File: src/rtl/ls_sequencer.sv
// Load/store sequencer between the multicycle control unit and word-addressed data memory.
// Sequences reads with a fixed latency, aligns load words and performs read-modify-write for sb/sh.
module ls_sequencer #(
  parameter int MEM_LAT = 1
) (
  input  logic        clk,
  input  logic        reset,
  input  logic        start,
  input  logic [2:0]  op,
  input  logic [31:0] addr,
  input  logic [31:0] wdata,
  input  logic [31:0] mem_rdata,
  output logic [31:0] mem_addr,
  output logic        mem_wr,
  output logic [31:0] mem_wdata,
  output logic [1:0]  dlrcontrol,
  output logic [31:0] mdr,
  output logic        busy,
  output logic        done,
  output logic        misalign
);

  typedef enum logic [2:0] {
    IDLE  = 3'd0,
    READ  = 3'd1,
    WRITE = 3'd2,
    DONE  = 3'd3,
    ERR   = 3'd4
  } state_t;

  localparam logic [2:0] LAT = 3'(MEM_LAT);

  state_t      state_reg, state_next;
  logic [2:0]  cnt_reg;
  logic [2:0]  op_reg;
  logic [1:0]  off_reg;
  logic [15:0] wdata_reg;
  logic [31:0] mem_addr_reg;
  logic [31:0] mem_wdata_reg;
  logic [31:0] mdr_reg;
  logic [1:0]  dlr_reg;

  logic        bad_align;
  logic        last_rd;
  logic [31:0] merged;
  logic [31:0] shifted;

  assign bad_align = (op[1:0] == 2'b11) ||
                     (op[1:0] == 2'b01 && addr[0]) ||
                     (op[1:0] == 2'b10 && addr[1:0] != 2'b00);

  assign last_rd = (cnt_reg <= 3'd1);

  // Load alignment: the addressed byte/half moves down to bit 0, zero-filled above.
  assign shifted = mem_rdata >> {off_reg, 3'b000};

  // Store merge: each byte lane takes either new store data or the word just read.
  genvar gi;
  generate
    for (gi = 0; gi < 4; gi++) begin : g_lane
      localparam logic [1:0] LANE = 2'(gi);
      logic hit;
      assign hit = (op_reg[1:0] == 2'b00) ? (off_reg == LANE) : (off_reg[1] == LANE[1]);
      assign merged[8*gi +: 8] = hit ? (op_reg[0] ? wdata_reg[8*(gi%2) +: 8] : wdata_reg[7:0])
                                     : mem_rdata[8*gi +: 8];
    end
  endgenerate

  always_ff @(posedge clk or posedge reset) begin
    if (reset) begin
      state_reg <= IDLE;
    end else begin
      state_reg <= state_next;
    end
  end

  always_comb begin
    state_next = state_reg;
    case (state_reg)
      IDLE: begin
        if (start) begin
          if (bad_align) begin
            state_next = ERR;
          end else if (op == 3'b110) begin
            state_next = WRITE;
          end else begin
            state_next = READ;
          end
        end
      end
      READ: begin
        if (last_rd) begin
          state_next = op_reg[2] ? WRITE : DONE;
        end
      end
      WRITE:   state_next = DONE;
      DONE:    state_next = IDLE;
      ERR:     state_next = IDLE;
      default: state_next = IDLE;
    endcase
  end

  always_ff @(posedge clk or posedge reset) begin
    if (reset) begin
      cnt_reg       <= 3'd0;
      op_reg        <= 3'd0;
      off_reg       <= 2'd0;
      wdata_reg     <= 16'd0;
      mem_addr_reg  <= 32'd0;
      mem_wdata_reg <= 32'd0;
      mdr_reg       <= 32'd0;
      dlr_reg       <= 2'b10;
    end else begin
      case (state_reg)
        IDLE: begin
          if (start) begin
            op_reg       <= op;
            off_reg      <= addr[1:0];
            wdata_reg    <= wdata[15:0];
            mem_addr_reg <= {addr[31:2], 2'b00};
            cnt_reg      <= (state_next == READ) ? LAT : 3'd0;
            if (state_next == WRITE) begin
              mem_wdata_reg <= wdata;
            end
          end
        end
        READ: begin
          cnt_reg <= (cnt_reg != 3'd0) ? cnt_reg - 3'd1 : 3'd0;
          if (last_rd) begin
            if (op_reg[2]) begin
              mem_wdata_reg <= merged;
            end else begin
              mdr_reg <= shifted;
              dlr_reg <= op_reg[1:0];
            end
          end
        end
        default: begin
        end
      endcase
    end
  end

  assign mem_addr   = mem_addr_reg;
  assign mem_wdata  = mem_wdata_reg;
  assign mdr        = mdr_reg;
  assign dlrcontrol = dlr_reg;
  assign mem_wr     = (state_reg == WRITE);
  assign busy       = (state_reg != IDLE);
  assign done       = (state_reg == DONE) || (state_reg == ERR);
  assign misalign   = (state_reg == ERR);

endmodule

File: config.mk
export PLATFORM = sky130hd
export DESIGN_NAME = ls_sequencer
export DESIGN_NICKNAME = d
export VERILOG_FILES = /design/src/rtl/ls_sequencer.sv
export SDC_FILE = /design/constraint.sdc
export NUM_CORES = 1
export LEC_CHECK = 0
export CORE_MARGIN = 5
export CORE_UTILIZATION = 46
export DETAILED_ROUTE_END_ITERATION = 12
export PLACE_DENSITY = 0.79
export SLEW_MARGIN = 10
export SYNTH_ARGS = -nofsm -noshare
export SYNTH_HDL_FRONTEND = slang
export SYNTH_SLANG_ARGS = --single-unit
File: constraint.sdc
create_clock -name clk -period 5.42 [get_ports clk]
set_input_delay 1.084 -clock clk [delete_from_list [all_inputs] [get_ports clk]]
set_output_delay 1.084 -clock clk [all_outputs]
set_load 0.005 [all_outputs]
==> results of run 1 <==
-- Yosys cell counts (2+ instances only) --
| master | number | area, sq um |
|---|---|---|
| inv_1 | 7 | 26.3 |
| a31oi_1 | 16 | 100 |
| o211ai_1 | 8 | 60.1 |
| a211oi_1 | 8 | 60.1 |
| a21oi_1 | 18 | 90.1 |
| nor3b_1 | 4 | 30.0 |
| nor2_1 | 29 | 109 |
| buf_6 | 5 | 56.3 |
| buf_1 | 2 | 7.51 |
| o31ai_2 | 6 | 75.1 |
| clkbuf_1 | 24 | 90.1 |
| nor3_1 | 2 | 10.0 |
| buf_2 | 10 | 50.1 |
| nand2_1 | 60 | 225 |
| buf_4 | 5 | 37.5 |
| mux2_1 | 2 | 22.5 |
| nand3_1 | 32 | 160 |
| o311ai_0 | 16 | 140 |
| o21ai_0 | 27 | 135 |
| mux2i_1 | 25 | 250 |
| dfrtp_1 | 122 | 3050 |
| nor2b_1 | 8 | 50.1 |
| o31ai_1 | 3 | 22.5 |
| ha_1 | 2 | 25.0 |
| mux2_2 | 87 | 980 |
-- area by class of cell --
cell class | count | area, sq um | share of cell area
inverters | 7 | 28.8 | 0.00332
repair buffers | 210 | 2080 | 0.240
well taps | 176 | 220 | 0.0254
flip-flops and latches | 123 | 3080 | 0.355
clock inverters | 2 | 10.0 | 0.00115
clock buffers | 28 | 507 | 0.0585
multi-input cells | 374 | 2750 | 0.317
-- critical path, cell delays in order (launching register included) --
cell             delay (ns)
dfrtp_1                0.50
inv_1                  0.15
nor3_1                 0.26
o21bai_1               0.14
clkdlybuf4s50_1        0.52
-- worst paths after layout --
check / from / end / cells after the start
worst min-delay path: mdr[31] / mdr[31] / 2
worst max register to register: state_reg[1] / mem_wdata[25] / 4
min in group asynchronous: reset / mem_addr[11] / 2
worst max-delay path: state_reg[2] / done / 4
max in group asynchronous: reset / mem_wdata[16] / 3
worst min register to register: mdr[31] / mdr[31] / 2
-- logic make-up (layout without fill, tap and decap cells) --
group,count (synthesis),after routing,synth area share
flip-flops,123,123,0.507
other,1,2,0.000617
buffers and inverters,53,247,0.0441
AND/OR/NAND/NOR,148,148,0.116
adder cells (fa/ha/maj),2,2,0.00412
AO/OA/AOI/OAI,108,108,0.123
multiplexers,114,114,0.206
-- layer usage --
metal  global-route usage  up-vias  wire length, um  share of wire
li1                     -     2363                -              -
met1                0.299     2521             7550           0.40
met2                0.372      295             8470           0.45
met3               0.0964       56             2020           0.11
met4                0.110        2              709          0.038
met5                    0        -                8        0.00043
-- cells in the final DEF, fill, tap and decap left out, types with 6 or more instances in the layout --
| cell | instances |
|---|---|
| dfrtp_1 | 122 |
| mux2_2 | 87 |
| a211oi_1 | 8 |
| nand3_1 | 32 |
| o31ai_2 | 6 |
| nand2_1 | 60 |
| o211ai_1 | 8 |
| a21oi_1 | 18 |
| nor2b_1 | 8 |
| o311ai_0 | 16 |
| buf_4 | 9 |
| clkbuf_16 | 17 |
| inv_1 | 6 |
| o21ai_0 | 27 |
| nor2_1 | 29 |
| clkdlybuf4s50_1 | 201 |
| a31oi_1 | 16 |
| mux2i_1 | 25 |
| clkbuf_1 | 7 |
-- per-stage QoR --
step | util | power (uW) | std cells
after floorplan | - | 3070 | 550
after global placement | 0.623 | 4130 | 890
after detailed placement | 0.623 | 4220 | 890
after CTS | 0.663 | 5240 | 920
after global routing | 0.663 | 5540 | 920
final | 0.663 | 5220 | 920
-- power by group --
part	internal, uW	total [uW]	switching [uW]
sequential	1370	1710	343
combinational	1400	2510	1110
clock	625	992	367
total	3400	5220	1810
==> impl_metrics.sql, run 1 <==
INSERT INTO impl_metrics (metric_group, metric, value, unit) VALUES
('status', 'status', 'completed', ''),
('sta', 'maxSlewViolCount', '0', ''),
('setup_path', 'critical_path_peak_fanout', '8', ''),
('min_path', 'min-delay-path-class', 'flip-flop to flip-flop', ''),
('layout', 'fill_cells', '971', ''),
('logic_synthesis', 'syn-mean-instance-area', '11.1', 'sq um'),
('clock_tree', 'root_buffer', 'clkbuf_16', ''),
('detailed_routing', 'detail_route.drc_violations', '0', ''),
('sta', 'slew_headroom', '0.266', ''),
('global_routing', 'pin_count_of_the_biggest_net_entering_global_routing', '56', ''),
('place', 'dp_slack', '1.91', 'ns'),
('sta', 'hold_slack_final', '0.464', 'ns'),
('job', 'cap_viol_max_count', '0', ''),
('layout', 'area_growth_syn_to_layout', '42.7', '%'),
('setup_path', 'timing_worst_setup_path_type', 'flip-flop to output pin', ''),
('clock_tree', 'cts_tree', 'done', ''),
('global_routing', 'wire_length_of_the_first_global_routing_pass', '29.5', 'mm'),
('detailed_routing', 'vias', '5237', ''),
('global_routing', 'gr-usage-all-layers', '0.241', ''),
('place', 'placer_congestion', '0.866', ''),
('sta', 'rsz0062_at_grt', 'no', ''),
('logic_synthesis', 'number_of_synthesized_register_bits', '123', ''),
('pwr', 'p_leak', '0.00357', 'uW'),
('global_routing', 'vias_in_the_first_global_route', '5397', ''),
('sta', 'period_minus_slack', '3.06', 'ns'),
('layout', 'layout-drive-gt1-share', '0.181', ''),
('clock_tree', 'clock_sinks', '123', ''),
('setup_path', 'worst_ep_required_time', '4.34', 'ns'),
('clock_tree', 'post_cts_hold_buffer_count', '0', ''),
('place', 'port_buffers', '201', ''),
('logic_synthesis', 'edff_count_synth', '0', ''),
('detailed_routing', 'detail_route.vias_per_cell', '5.69', ''),
('floorplan', 'core.rowCount', '42', ''),
('logic_synthesis', 'synthCells', '549', ''),
('logic_synthesis', 'synth-warning-count', '0', ''),
('setup_path', 'worst-endpoint-arrival', '1.98', 'ns'),
('sta', 'setup_ws', '2.36', 'ns'),
('sta', 'setup_viol', '0', ''),
('sta', 'worst-slew-pin-transition', '1.09', 'ns'),
('detailed_routing', 'antenna_violating_nets_post_route', '0', ''),
('detailed_routing', 'detailedRoute.firstIterationViolations', '590', ''),
('layout', 'design.final.nets', '837', ''),
('floorplan', 'floorplan_die_height', '125', 'um'),
('sta', 'final_hold_viol_count', '0', ''),
('pwr', 'vdd_ir_drop_max', '253', 'uV'),
('logic_synthesis', 'yosys.cell_types.count', '46', ''),
('layout', 'antenna-diode-count', '0', ''),
('sta', 'finClkSkew', '0.00742', 'ns'),
('setup_path', 'r2r_slack', '2.82', 'ns'),
('clock_tree', 'maximum_count_of_clock_buffers_along_a_single_path', '2', ''),
('clock_tree', 'cts_setup_buffers', '0', ''),
('place', 'post_placement_cell_area', '0.00815', 'sq mm'),
('floorplan', 'number_of_ports_placed_on_the_die_boundary', '204', ''),
('logic_synthesis', 'synth-seq-area-share', '0.507', ''),
('logic_synthesis', 'netlist_area', '0.00608', 'sq mm'),
('floorplan', 'die_x', '125', 'um'),
('global_routing', 'antenna_found_initial', '1', ''),
('layout', 'design_area', '0.00867', 'sq mm'),
('detailed_routing', 'avgRoutedWirePerCell', '20.4', 'um'),
('setup_path', 'critical_path.endpoint_type', 'output pin', ''),
('sta', 'min_period_over_period', '0.565', ''),
('sta', 'setup_total_negative_slack', '0', 'ns'),
('logic_synthesis', 'ys_async_sr_fraction', '1.00', ''),
('pwr', 'power_density', '602', 'mW/mm^2'),
('clock_tree', 'cts-htree-levels', '4', ''),
('global_routing', 'grt.overflow.total', '0', ''),
('clock_tree', 'cts_inserted_buffers', '17', ''),
('place', 'detailed_place_hpwl', '13.9', 'mm'),
('clock_tree', 'clock_latency', '0.41', 'ns'),
('floorplan', 'die-area', '0.0156', 'sq mm'),
('clock_tree', 'cts_resized', '0', ''),
('detailed_routing', 'drt_first_pass_iters', '5', ''),
('floorplan', 'design.core.area', '0.0131', 'sq mm'),
('logic_synthesis', 'synth-main-ff-cell', 'dfrtp_1', ''),
('sta', 'max_freq', '327', 'MHz'),
('clock_tree', 'path_clk_slew', '0.05', 'ns'),
('setup_path', 'timing.critical_path.from_type', 'flip-flop', ''),
('floorplan', 'effective_utilization_at_floorplan', '0.464', ''),
('detailed_routing', 'drt-total-wl', '18.8', 'mm');
(Power assumes the default switching activity.)
==> run 2, diff against run 1 <==
==> constraint.sdc (replaced) <==
create_clock -name clk -period 3.1 [get_ports clk]
set_input_delay 0.62 -clock clk [delete_from_list [all_inputs] [get_ports clk]]
set_output_delay 0.62 -clock clk [all_outputs]
set_load 0.005 [all_outputs]
==> run 2 against run 1 <==
Net effect:
- global-route usage down 0.78 points
- critical endpoint unchanged
- critical path type unchanged
- largest power group unchanged
- register-to-register slack worse by 2.0 ns
- final area up 1.3%
- critical path depth unchanged
==> impl_metrics.sql, run 2 (same netlist as run 1, synthesis figures left out) <==
INSERT INTO impl_metrics (metric_group, metric, value, unit) VALUES
('setup_path', 'critPathMaxStageDelay', '0.52', 'ns'),
('floorplan', 'number_of_ports_placed_on_the_die_boundary', '204', ''),
('clock_tree', 'cts_resized', '0', ''),
('sta', 'min_period_over_period', '0.830', ''),
('pwr', 'vdd_ir_drop_max', '472', 'uV'),
('global_routing', 'antenna_found_initial', '0', ''),
('place', 'post_placement_cell_area', '0.00819', 'sq mm'),
('min_path', 'hold-path-endpoint', 'mdr[29]', ''),
('sta', 'finClkSkew', '0.00876', 'ns'),
('setup_path', 'r2r_slack', '0.83', 'ns'),
('layout', 'antenna-diode-count', '0', ''),
('floorplan', 'effective_utilization_at_floorplan', '0.464', ''),
('detailed_routing', 'detail_route.vias_per_cell', '5.59', ''),
('clock_tree', 'cts_tree', 'done', ''),
('setup_path', 'timing.critical_path.from_type', 'flip-flop', ''),
('clock_tree', 'clock_sinks', '123', ''),
('setup_path', 'timing_worst_setup_path_type', 'flip-flop to output pin', ''),
('min_path', 'hold_start', 'mdr[29]', ''),
('sta', 'final_hold_viol_count', '0', ''),
('setup_path', 'crit_path_cell_trace', 'inv_1 -> nor3_1 -> o21bai_1 -> clkdlybuf4s50_1', ''),
('layout', 'fill_cells', '1018', ''),
('sta', 'max_freq', '389', 'MHz'),
('floorplan', 'floorplan_die_height', '125', 'um'),
('setup_path', 'regToRegEndpoint', 'mdr[8]', ''),
('detailed_routing', 'detail_route.drc_violations', '0', ''),
('clock_tree', 'path_clk_slew', '0.05', 'ns'),
('layout', 'area_growth_syn_to_layout', '44.5', '%'),
('sta', 'hold_slack_final', '0.465', 'ns'),
('detailed_routing', 'drt_first_pass_iters', '5', ''),
('floorplan', 'die_x', '125', 'um'),
('layout', 'design_area', '0.00878', 'sq mm'),
('place', 'placed_cells', '892', ''),
('clock_tree', 'cts-htree-levels', '4', ''),
('floorplan', 'design.core.area', '0.0131', 'sq mm'),
('detailed_routing', 'antenna_violating_nets_post_route', '0', ''),
('clock_tree', 'cts_setup_buffers', '0', ''),
('sta', 'period_minus_slack', '2.57', 'ns'),
('global_routing', 'grt.overflow.total', '0', ''),
('setup_path', 'critPathSlowestCell', 'clkdlybuf4s50_1', ''),
('detailed_routing', 'avgRoutedWirePerCell', '19.8', 'um'),
('layout', 'final_cells', '923', ''),
('clock_tree', 'clock_latency', '0.41', 'ns'),
('global_routing', 'wire_length_of_the_first_global_routing_pass', '28.7', 'mm'),
('job', 'cap_viol_max_count', '0', ''),
('place', 'detailed_place_hpwl', '13.8', 'mm'),
('min_path', 'min-delay-path-class', 'flip-flop to flip-flop', ''),
('setup_path', 'worst-endpoint-arrival', '1.95', 'ns'),
('global_routing', 'pin_count_of_the_biggest_net_entering_global_routing', '109', ''),
('global_routing', 'vias_in_the_first_global_route', '5329', ''),
('place', 'port_buffers', '201', ''),
('status', 'status', 'completed', ''),
('setup_path', 'r2r.worst_path.cells', '4', ''),
('clock_tree', 'post_cts_hold_buffer_count', '0', ''),
('setup_path', 'critical_path.endpoint_type', 'output pin', ''),
('min_path', 'min_path_cells', '2', ''),
('sta', 'worst-slew-pin-transition', '0.741', 'ns'),
('pwr', 'p_leak', '0.00362', 'uW'),
('detailed_routing', 'vias', '5162', ''),
('layout', 'finish.utilization', '0.671', ''),
('sta', 'maxSlewViolCount', '0', ''),
('clock_tree', 'root_buffer', 'clkbuf_16', ''),
('clock_tree', 'maximum_count_of_clock_buffers_along_a_single_path', '2', ''),
('layout', 'layout_common_cells', '201 x clkdlybuf4s50_1, 122 x dfrtp_1, 87 x mux2_2', ''),
('pwr', 'power_density', '1070', 'mW/mm^2'),
('setup_path', 'critical_path_peak_fanout', '8', ''),
('floorplan', 'core.rowCount', '42', ''),
('layout', 'layout-drive-gt1-share', '0.190', ''),
('sta', 'setup_total_negative_slack', '0', 'ns'),
('floorplan', 'die-area', '0.0156', 'sq mm'),
('place', 'placer_congestion', '0.934', ''),
('layout', 'design.final.nets', '839', ''),
('sta', 'slew_headroom', '0.506', ''),
('sta', 'setup_viol', '0', ''),
('setup_path', 'worst_ep_required_time', '2.48', 'ns'),
('setup_path', 'r2r_start', 'off_reg[1]', ''),
('clock_tree', 'cts_inserted_buffers', '17', ''),
('detailed_routing', 'detailedRoute.firstIterationViolations', '466', ''),
('detailed_routing', 'drt-total-wl', '18.3', 'mm'),
('global_routing', 'gr-usage-all-layers', '0.233', ''),
('sta', 'rsz0062_at_grt', 'no', ''),
('layout', 'layout_commonest_cell', 'clkdlybuf4s50_1', '');
==> run 2: worst max-delay path: cells and delay by family (launching register included) <==
| kind | cells | cell delay, ns |
|---|---|---|
| and+or+nand+nor | 1 | 0.25 |
| DFF | 1 | 0.49 |
| AOI/OAI and AO/OA | 1 | 0.14 |
| buffers and inverters | 2 | 0.67 |
==> run 2: worst max-delay path by stage <==
stage | from | endpoint | slack, ns | depth (start not counted)
2_1_floorplan | reset | cnt_reg[0] | 0.97 | 1
3_3_place_gp | start | cnt_reg[0] | 0.60 | 5
3_5_place_dp | start | cnt_reg[1] | 0.55 | 6
4_1_cts | state_reg[2] | done | 0.51 | 4
5_1_grt | state_reg[2] | done | 0.35 | 4
6_report | state_reg[2] | done | 0.53 | 4
==> run 2: routing by layer <==
layer,wire length [um],GRT usage,vias up
li1,-,-,2359
met3,1790,0.0827,60
met4,762,0.121,0
met5,0,0,-
met1,7300,0.284,2475
met2,8410,0.367,268
==> run 2: layout make-up <==
cell class              instances  area [sq um]  area share
multi-input cells             374          2750       0.313
clock buffers                  22           464      0.0529
repair buffers                212          2120       0.241
well taps                     176           220      0.0251
inverters                       7          30.0     0.00342
flip-flops and latches        123          3080       0.351
clock inverters                 9           120      0.0137
==> run 2: per-stage QoR <==
stage | power (uW) | setup slack, ns
finish | 9360 | 0.527
CTS | 9420 | 0.507
global route | 9950 | 0.350
global placement | 7260 | 0.601
detailed placement | 7430 | 0.548
floorplan | 5370 | 0.970
==> run 2: power breakdown <==
group	leakage, uW	total, uW	internal (uW)	switching (uW)
Clock	0.000293	1950	1290	661
Combinational	0.00185	4390	2500	1890
Sequential	0.00148	3020	2400	618
Total	0.00362	9360	6190	3170
